$ cat config.mk
export PLATFORM = sky130hd
export DESIGN_NAME = qpsk_demod
export DESIGN_NICKNAME = d
export VERILOG_FILES = /design/src/rtl/qpsk_demod.sv
export SDC_FILE = /design/constraint.sdc
export NUM_CORES = 1
export LEC_CHECK = 0
export BUFFER_PORTS_ARGS = -buffer_cell sky130_fd_sc_hd__buf_2
export CAP_MARGIN = 20
export CELL_PAD_IN_SITES_DETAIL_PLACEMENT = 1
export CELL_PAD_IN_SITES_GLOBAL_PLACEMENT = 2
export CORE_ASPECT_RATIO = 0.8
export CORE_MARGIN = 1.5
export CORE_UTILIZATION = 32
export CTS_CLUSTER_DIAMETER = 120
export DETAILED_ROUTE_END_ITERATION = 16
export GPL_ROUTABILITY_DRIVEN = 1
export GPL_TIMING_DRIVEN = 1
export PLACE_DENSITY_LB_ADDON = 0.1
export SYNTH_ARGS = -nofsm -noshare
export SYNTH_HDL_FRONTEND = slang
export SYNTH_SLANG_ARGS = --single-unit
$ cat constraint.sdc
create_clock -name clk -period 2.6 [get_ports clk]
set_input_delay 0.39 -clock clk [delete_from_list [all_inputs] [get_ports clk]]
set_output_delay 0.39 -clock clk [all_outputs]
set_load 0.05 [all_outputs]
$ cat src/rtl/qpsk_demod.sv
`default_nettype none
// ============================================================================
// Module      : qpsk_demod
// Description : QPSK integrate-and-dump hard-decision demodulator; packs 16
//               decided symbols per 32-bit AXI-Stream word.
//               Optional framing via macro QPSK_DEMOD_TLAST_EN.
// Revision    : 1.0 - initial release
// ============================================================================
module qpsk_demod #(
    parameter int SPS   = 4,
    parameter int ACC_W = 16 + $clog2(SPS)
) (
    input  logic        clk,
    input  logic        reset,
    input  logic [31:0] in_tdata,
    input  logic        in_tvalid,
    output logic        in_tready,
`ifdef QPSK_DEMOD_TLAST_EN
    input  logic        in_tlast,
    output logic        out_tlast,
`endif
    output logic [31:0] out_tdata,
    output logic        out_tvalid,
    input  logic        out_tready
);

    localparam int              CNT_W         = (SPS > 1) ? $clog2(SPS) : 1;
    localparam logic [CNT_W-1:0] C_LAST_SAMPLE = CNT_W'(SPS - 1);

    logic signed [ACC_W-1:0] r_acc_i;
    logic signed [ACC_W-1:0] r_acc_q;
    logic signed [ACC_W-1:0] w_sum_i;
    logic signed [ACC_W-1:0] w_sum_q;
    logic [CNT_W-1:0]        r_scnt;
    logic [3:0]              r_kcnt;
    logic [31:0]             r_word;
    logic [31:0]             w_word_next;
    logic [31:0]             w_emit_word;
    logic                    w_xfer;
    logic                    w_sym_done;
    logic                    w_word_done;
    logic                    w_end_frame;
    logic                    w_emit;

    assign in_tready   = ~out_tvalid | out_tready;
    assign w_xfer      = in_tvalid & in_tready;
    assign w_sum_i     = r_acc_i + ACC_W'($signed(in_tdata[15:0]));
    assign w_sum_q     = r_acc_q + ACC_W'($signed(in_tdata[31:16]));
    assign w_sym_done  = w_xfer & (r_scnt == C_LAST_SAMPLE);
    assign w_word_done = w_sym_done & (r_kcnt == 4'd15);

`ifdef QPSK_DEMOD_TLAST_EN
    assign w_end_frame = w_xfer & in_tlast;
`else
    assign w_end_frame = 1'b0;
`endif
    assign w_emit = w_word_done | w_end_frame;

    // Sign bits are the decisions: a zero sum decides as positive (bit 0).
    always_comb begin
        w_word_next                     = r_word;
        w_word_next[{r_kcnt, 1'b0} +: 2] = {w_sum_q[ACC_W-1], w_sum_i[ACC_W-1]};
        w_emit_word                     = w_sym_done ? w_word_next : r_word;
    end

    always_ff @(posedge clk) begin
        if (reset) begin
            r_acc_i    <= '0;
            r_acc_q    <= '0;
            r_scnt     <= '0;
            r_kcnt     <= '0;
            r_word     <= '0;
            out_tdata  <= '0;
            out_tvalid <= 1'b0;
`ifdef QPSK_DEMOD_TLAST_EN
            out_tlast  <= 1'b0;
`endif
        end else begin
            // A new word may only arrive while in_tready=1, so it safely
            // overwrites an old word that is being drained this cycle.
            if (w_emit) begin
                out_tdata  <= w_emit_word;
                out_tvalid <= 1'b1;
`ifdef QPSK_DEMOD_TLAST_EN
                out_tlast  <= w_end_frame;
`endif
            end else if (out_tready) begin
                out_tvalid <= 1'b0;
            end

            if (w_xfer) begin
                if (w_end_frame) begin
                    r_acc_i <= '0;
                    r_acc_q <= '0;
                    r_scnt  <= '0;
                    r_kcnt  <= '0;
                    r_word  <= '0;
                end else if (w_sym_done) begin
                    r_acc_i <= '0;
                    r_acc_q <= '0;
                    r_scnt  <= '0;
                    r_kcnt  <= r_kcnt + 4'd1;
                    r_word  <= w_word_done ? 32'd0 : w_word_next;
                end else begin
                    r_acc_i <= w_sum_i;
                    r_acc_q <= w_sum_q;
                    r_scnt  <= r_scnt + CNT_W'(1);
                end
            end
        end
    end

endmodule
`default_nettype wire

; ---- Word-level counts from Yosys, hierarchy flattened
; Cells that the tools add are included.
; Widths: inputs -> output; s select.
[classes]
reduce_logical = 2
mux = 8
n_addsub = 5
bitwise_logic = 5
shift = 2
eq_ne = 2
[op_table]
columns = operator, n
row1 = $mux 32, 2
row2 = $add 18x16->18, 2
row3 = $mux 18, 2
row4 = $bwmux 32, 1
row5 = $shift 2x7->32 const A, 1
row6 = $shiftx 2x7->32, 1
row7 = $neg 5->7, 1
row8 = $add 4x1->4 const B, 1
row9 = $eq 4x4->1 const B, 1
row10 = $and 1x1->1, 3
row11 = $add 2x1->2 const B, 1
row12 = $eq 2x2->1 const B, 1
row13 = $mux 1, 2
row14 = $mux 2, 1
row15 = $reduce_and 2->1, 1
row16 = $reduce_bool 2->1, 1
row17 = $not 1->1, 1
row18 = $or 1x1->1, 1
[word_totals]
word_cells = 31
output_inout_bits = 34
regBits = 107
in_bits = 36

; ---- Depth between registers and ports, before layout
; Gate-level depths: netlist of the first run.
[logic_depth]
depth_word = 6
ltp_mapped = 11
mapped_depth_nobuf = 10

; ---- Worst setup path after synthesis of the first run
; Ideal clock, no wire load.
[synth_path]
kind = input to register
start = input port in_tdata[16]
end = register r_acc_q[16]
required_time_ns = 2.483
stages = 10
t_arrival_ns = 2.576
path_slack_ns = -0.092
n_path_buf = 0
setup_ns = 0.117
path_cell_list = ha_1 fa_1 a211oi_2 o21bai_2 o41ai_2 a21oi_2 or4_1 a31oi_1 xnor2_1 a22o_1
[synth_via]
elab_chain_len = 2
[synth_rtl]
columns = element, line_no
row1 = start: declaration, 15  ; input logic [31:0] in_tdata,
row2 = $add 18x16->18, 48  ; assign w_sum_q = r_acc_q + ACC_W'($signed(in_tdata[31:16]));
row3 = $mux 18, 98  ; end else if (w_sym_done) begin
row4 = end signal: assignment, 106  ; r_acc_q <= w_sum_q;
row5 = end: declaration, 31  ; logic signed [ACC_W-1:0] r_acc_q;
; Every way passes these cells.
; A chain may end at the register's enable or synchronous reset.

; ---- Worst setup path after layout of the first run
[layout_path]
start = register r_acc_q[0]
end = register r_acc_q[16]
[layout_via]
elab_chain_len = 2
[layout_rtl]
columns = element, line_no
row1 = $add 18x16->18, 48
row2 = $mux 18, 98
; Every way passes these cells.

==> reports/results.ini, run 1 <==
[status]
status=complete, but fails checks
violations=negative setup slack

[clock_tree]
clock_latency_ps=360
cts-root-buf=clkbuf_16
ctsHtreeMaxLevel=3
clk_path_buf_depth=2
cts_buffers=9
postCtsHoldBufs=0
cts_tree=yes
cts.sinks=107
path_clk_slew_ps=80

[grt]
grt_pass1_vias=5453
grt_max_degree=33
grt_pass1_wl_um=28000
grtUsageTotal_pct=19.5
grt-ovfl-total=0
antenna_found_initial=1

[synthesis]
synthArstFlopShare_pct=0
synthSimpleGateAreaFrac_pct=19.8
muxShareOfSynthArea_pct=0.894
synth.largest_area_cell=dfxtp_1
syn_area_per_cell_sq_um=8.52
synth_compound_gate_area_share_pct=24.2
netlist_area_sq_mm=0.00560
synth-xor-area-share_pct=4.85
synth.yosys.seq_area_share_pct=38.3
synth_area_leaders=dfxtp_1 (38%), ha_1 (8.7%), nor2_1 (6.4%), a21oi_1 (5.5%), nand2_1 (4.1%)
ys_ff_latch=107
synth_adder_area_share_pct=9.43
synth_top_family_by_area=compound AO/OA/AOI/OAI gates
ys.flop_type=dfxtp_1
synth_edf_count=0
ys_types=59
syn_nets=734
synth_cells=657
yosys.area.top_type_share_pct=38.3
yosysWarnings=0

[timing]
fin_ws_ps=-120
hold_viol_final=0
relSlewSlack_pct=36.4
fin_crit_sh_pct=105
setup-tns-final_ps=-237
final.setup_skew_ps=7.12
tightest_slew_ps=950
fmax_mhz=368
whs_ps=361
rsz0062_at_grt=true
setup_viol=2
period_needed_ps=2720
slew_viol_final=0

[drt]
firstDrtPassIters=4
routed-wl-met2_um=7700
totalWireLength_um=17100
num_vias=5259
drtIter0Drc=267
routed_via_density=5.14
wl_met3_um=422
detail-route-antenna-nets=0
met1_length_um=8720
maxUsedRoutingLayer=met4
routedWlPerCell_um=16.7
drc_errors=0

[critical_path]
path_class=flip-flop to flip-flop
worstPathCellList=ha_4, fa_2, a211oi_4, o21bai_2, o41ai_2, buf_4, a21oi_2, or4_4, a31oi_4, xnor2_1, a22o_1
critPathMaxStageDelay_ps=430
crit_required_ps=2850
worstSetupStartpointType=flip-flop
cp_slowest_cell=or4_4
cp-end-kind=flip-flop
cp.arrival_ps=2970
worstPathMaxFanout=2
ff2ff_path_depth=11

[floorplan]
core_sq_mm=0.0172
fp-row-count=43
die_h_um=121
ios=70
initial_core_util_pct=32.5
die_w_um=151
die_area_sq_mm=0.0183

[layout]
design_area_sq_mm=0.00727
final_nets=871
areaGrowthSynthToFinish_pct=29.9
fin_util_pct=42.2
final_common_cell=dfxtp_1
layout_common_cells=dfxtp_1 (104), nor2_1 (93), buf_4 (79)
instances_no_fill=1024
layout-drive-gt1-share_pct=26.9

[pwr]
p_seq_share_pct=39.9
leakagePower_nw=3.05
clkPwrFrac_pct=30.3
total_switching_power_mw=1.41
p_int_mw=3.02
ir_drop_v=0.000277
power_density_mw_per_mm2=610
sw_frac_of_total_pct=31.8
share_comb_of_total_power_pct=29.8

[hold_path]
whs_path_depth=3
min_path_type=input pin to flip-flop

[placed_design]
dp_hpwl_um=12500
port_buffers=69
gp_congestion=0.854
postPlaceCellArea_sq_mm=0.00673
dp.cells=1002

[job]
cap_violations=0

-- stage by stage --
| step | setup WS (ps) | power [mW] |
|---|---|---|
| after floorplan | -92.4 | 2.54 |
| after global placement | -358 | 2.94 |
| after detailed placement | -399 | 2.99 |
| after CTS | -122 | 4.41 |
| after global routing | -298 | 4.70 |
| final | -120 | 4.43 |
-- critical path, delay by kind of cell (launching register included) --
family	cells	cell delay, ps
xor+xnor	1	80
fa+ha+maj	2	530
simple gates	1	430
buf+inv	1	180
flops	1	340
compound gates	6	1060
-- cells by family after synthesis --
| group | after synthesis |
|---|---|
| AOI/OAI and AO/OA | 197 |
| xor gates and xnor gates | 31 |
| adders and majority gates | 41 |
| buffers and inverters | 34 |
| DFF | 107 |
| muxes | 5 |
| and+or+nand+nor | 242 |
-- worst paths after layout --
path / start / to / slack [ps]
max: r_acc_q[0] / r_acc_q[16] / -120
min: in_tvalid / r_scnt[1] / 360
max reg2reg: r_acc_q[0] / r_acc_q[16] / -120
min reg2reg: out_tdata[12] / out_tdata[12] / 460
-- synthesized netlist by cell type (3+ instances only) --
| cell | count |
|---|---|
| a211oi_1 | 19 |
| mux2i_1 | 5 |
| nor4_1 | 3 |
| nor2_1 | 95 |
| a22o_1 | 12 |
| a22oi_1 | 25 |
| ha_1 | 39 |
| inv_1 | 5 |
| o21ai_1 | 3 |
| xnor2_1 | 22 |
| a21o_1 | 12 |
| xor2_1 | 9 |
| o21bai_1 | 3 |
| nor3_1 | 19 |
| clkbuf_1 | 23 |
| nor2b_1 | 5 |
| or3_1 | 6 |
| nand2_1 | 61 |
| a32o_1 | 5 |
| nand3_1 | 18 |
| nand4_1 | 5 |
| and3_1 | 3 |
| dfxtp_1 | 107 |
| a21oi_1 | 62 |
| nor3b_1 | 7 |
| nand2b_1 | 9 |
| o21ai_0 | 23 |
| a211o_1 | 4 |
| o21a_1 | 7 |
-- timing repair --
action | in CTS | in global routing
pin swaps | 7 | 19
endpoints found under the hold margin | 0 | 0
setup buffers | 3 | 3
endpoints found under the setup margin | 32 | 41
gates resized for setup | 18 | 27
-- routing by layer --
metal | up-vias | track usage, %
met5 | - | 0
met4 | 0 | 5.76
met3 | 15 | 3.42
met2 | 54 | 30.5
met1 | 2533 | 27.1
li1 | 2657 | -
-- layout make-up --
cell class / count / area (sq um)
diodes: 1 / 2.50
clock buffers: 9 / 225
clock inverters: 6 / 48.8
fillers: 2074 / 9940
inverters: 5 / 18.8
multi-input cells: 516 / 3510
flip-flops and latches: 107 / 2150
well taps: 225 / 282
repair buffers: 155 / 1030
-- power by group through the flow --
stage / registers [mW] / clock network (mW) / logic [mW]
global placement: 1.80 / 0 / 1.14
global route: 1.78 / 1.45 / 1.47
detailed placement: 1.80 / 0 / 1.19
CTS: 1.77 / 1.40 / 1.24
floorplan: 1.79 / 0 / 0.749
finish: 1.77 / 1.34 / 1.32
-- flip-flops by register name, indices dropped and copies added (netlist names) --
register	flops
out_tdata	32
r_word	32
r_acc_i	18
r_acc_q	18
r_kcnt	4
r_scnt	2
out_tvalid	1
No activity file was read; power rests on OpenSTA's default activity.
==> run 2, diff against run 1 <==
--- a/config.mk
+++ b/config.mk
@@ -10,7 +10,6 @@
 export CELL_PAD_IN_SITES_DETAIL_PLACEMENT = 1
 export CELL_PAD_IN_SITES_GLOBAL_PLACEMENT = 2
 export CORE_ASPECT_RATIO = 0.8
-export CORE_MARGIN = 1.5
 export CORE_UTILIZATION = 32
 export CTS_CLUSTER_DIAMETER = 120
 export DETAILED_ROUTE_END_ITERATION = 16
==> run 2 against run 1 <==
Effect of this change:
- critical path type unchanged
- non-clock buffer count up 3
- combinational power is essentially flat
- largest cell class unchanged
- largest power group unchanged
- the flow still finishes with violations (negative setup slack)
- hold slack worse by 23 ps
==> reports/results.ini, run 2 (synthesized netlist as in run 1, its figures left out) <==
[grt]
grt_pass1_vias=5479
grtUsageTotal_pct=19.6
grt_pass1_wl_um=27600
grt_max_degree=33
antenna_found_initial=0
grt-ovfl-total=0

[layout]
fin_util_pct=43.4
fill_cells=2018
reg_top3=out_tdata: 32 flops, r_word: 32 flops
multiInputGateArea_sq_mm=0.00354
areaGrowthSynthToFinish_pct=30.5
layout_common_cells=dfxtp_1 (104), nor2_1 (92), buf_4 (86)
final_nets=874
layout-drive-gt1-share_pct=27.6
final_common_cell=dfxtp_1
seq_area_sq_mm=0.00215
antenna_cells=0

[pwr]
leakagePower_nw=3.08
ir_drop_v=0.000303
power_density_mw_per_mm2=616
finalPower_mw=4.50

[drt]
num_vias=5305
firstDrtPassIters=4
routedWlPerCell_um=16.8
detail-route-antenna-nets=0
drc_errors=0
routed_via_density=5.19
drtIter0Drc=182
totalWireLength_um=17100

[clock_tree]
cts_tree=yes
clk_path_buf_depth=2
ctsHtreeMaxLevel=3
clock_latency_ps=360
cts-root-buf=clkbuf_16
cts.sinks=107
postCtsHoldBufs=0
path_clk_slew_ps=80
cts_buffers=9

[critical_path]
cp-end-kind=flip-flop
r2r-start=r_acc_q[0]
path_class=flip-flop to flip-flop
worstSetupStartpointType=flip-flop
crit_required_ps=2860
ff2ff_path_depth=11
cp.arrival_ps=2960
worstPathMaxFanout=2
worstSetupStartpoint=r_acc_q[0]

[floorplan]
ios=70
die_h_um=120
initial_core_util_pct=33.3
die_area_sq_mm=0.0180
core_sq_mm=0.0168
die_w_um=150
fp-row-count=42

[hold_path]
hp-start=in_tvalid
whs_path_depth=3
min_path_type=input pin to flip-flop

[status]
status=complete, but fails checks
violations=negative setup slack

[job]
cap_violations=0

[placed_design]
gp_congestion=0.831
dp_hpwl_um=12600
port_buffers=69

[timing]
tightest_slew_ps=992
hold_viol_final=0
final.setup_skew_ps=6.24
fmax_mhz=370
fin_crit_sh_pct=104
slew_viol_final=0
period_needed_ps=2700
relSlewSlack_pct=33.6
rsz0062_at_grt=true
fin_ws_ps=-102
setup_viol=2
setup-tns-final_ps=-156

-- run 2: cell count changes in the layout (fill, tap and decap cells not counted), moves of 2 or more --
cell and change:
o21ai_1 -2, buf_4 +7, a22oi_2 -4, a22oi_1 +4, xnor2_2 +2, clkinv_4 +2
buf_6 -3, xnor2_1 -2, o21ai_2 +2
-- run 2: final cells by class --
type                            count  area share (%)
Clock buffer                       10            3.27
Sequential cell                   107            29.4
Clock inverter                      6           0.771
Multi-Input combinational cell    516            48.4
Timing Repair Buffer              158            14.1
Inverter                            5           0.257
Tap cell                          220            3.77
-- run 2: through the flow --
step | cells | cell area (sq um) | setup WS [ps] | hold slack, ps
finish | 1022 | 7300 | -102 | 338
global route | 1022 | 7300 | -218 | 336
CTS | 1018 | 7120 | -150 | 324
detailed placement | 1000 | 6730 | -444 | 447
global placement | 1000 | 6730 | -366 | 438
floorplan | 657 | 5600 | -92.4 | 428
-- run 2: final timing paths --
path	endpoint	slack [ps]
worst max-delay path	r_acc_q[16]	-100
worst min-delay path	r_scnt[1]	340
worst max register to register	r_acc_q[16]	-100
worst min register to register	out_tdata[5]	450
-- run 2: repair_timing --
item	4_1_cts	5_1_grt
endpoints found under the hold margin	0	0
resized for setup	16	29
setup buffers	2	4
pin swaps	7	19
endpoints found under the setup margin	19	39
-- run 2: layer usage --
metal  vias up  track usage [%]  wire length, um
met1      2561             26.7             8760
met5         -                0                0
met2        59             32.0             7830
met4         0             4.73              155
met3        13             3.51              393
li1       2672                -                -
-- run 2: worst max-delay path, cell delays in order (launching register included) --
cell and delay [ps]:
dfxtp_2 340, ha_4 160, fa_2 370, a211oi_4 240, o21bai_2 110, o41ai_2 230
buf_4 190, a21oi_2 60, or4_4 430, a31oi_4 190, xnor2_2 70, a22o_1 200
-- run 2: report_power, final --
part / internal [mW] / switching, mW
logic: 0.653 / 0.677
clock network: 0.699 / 0.706
registers: 1.72 / 0.0505
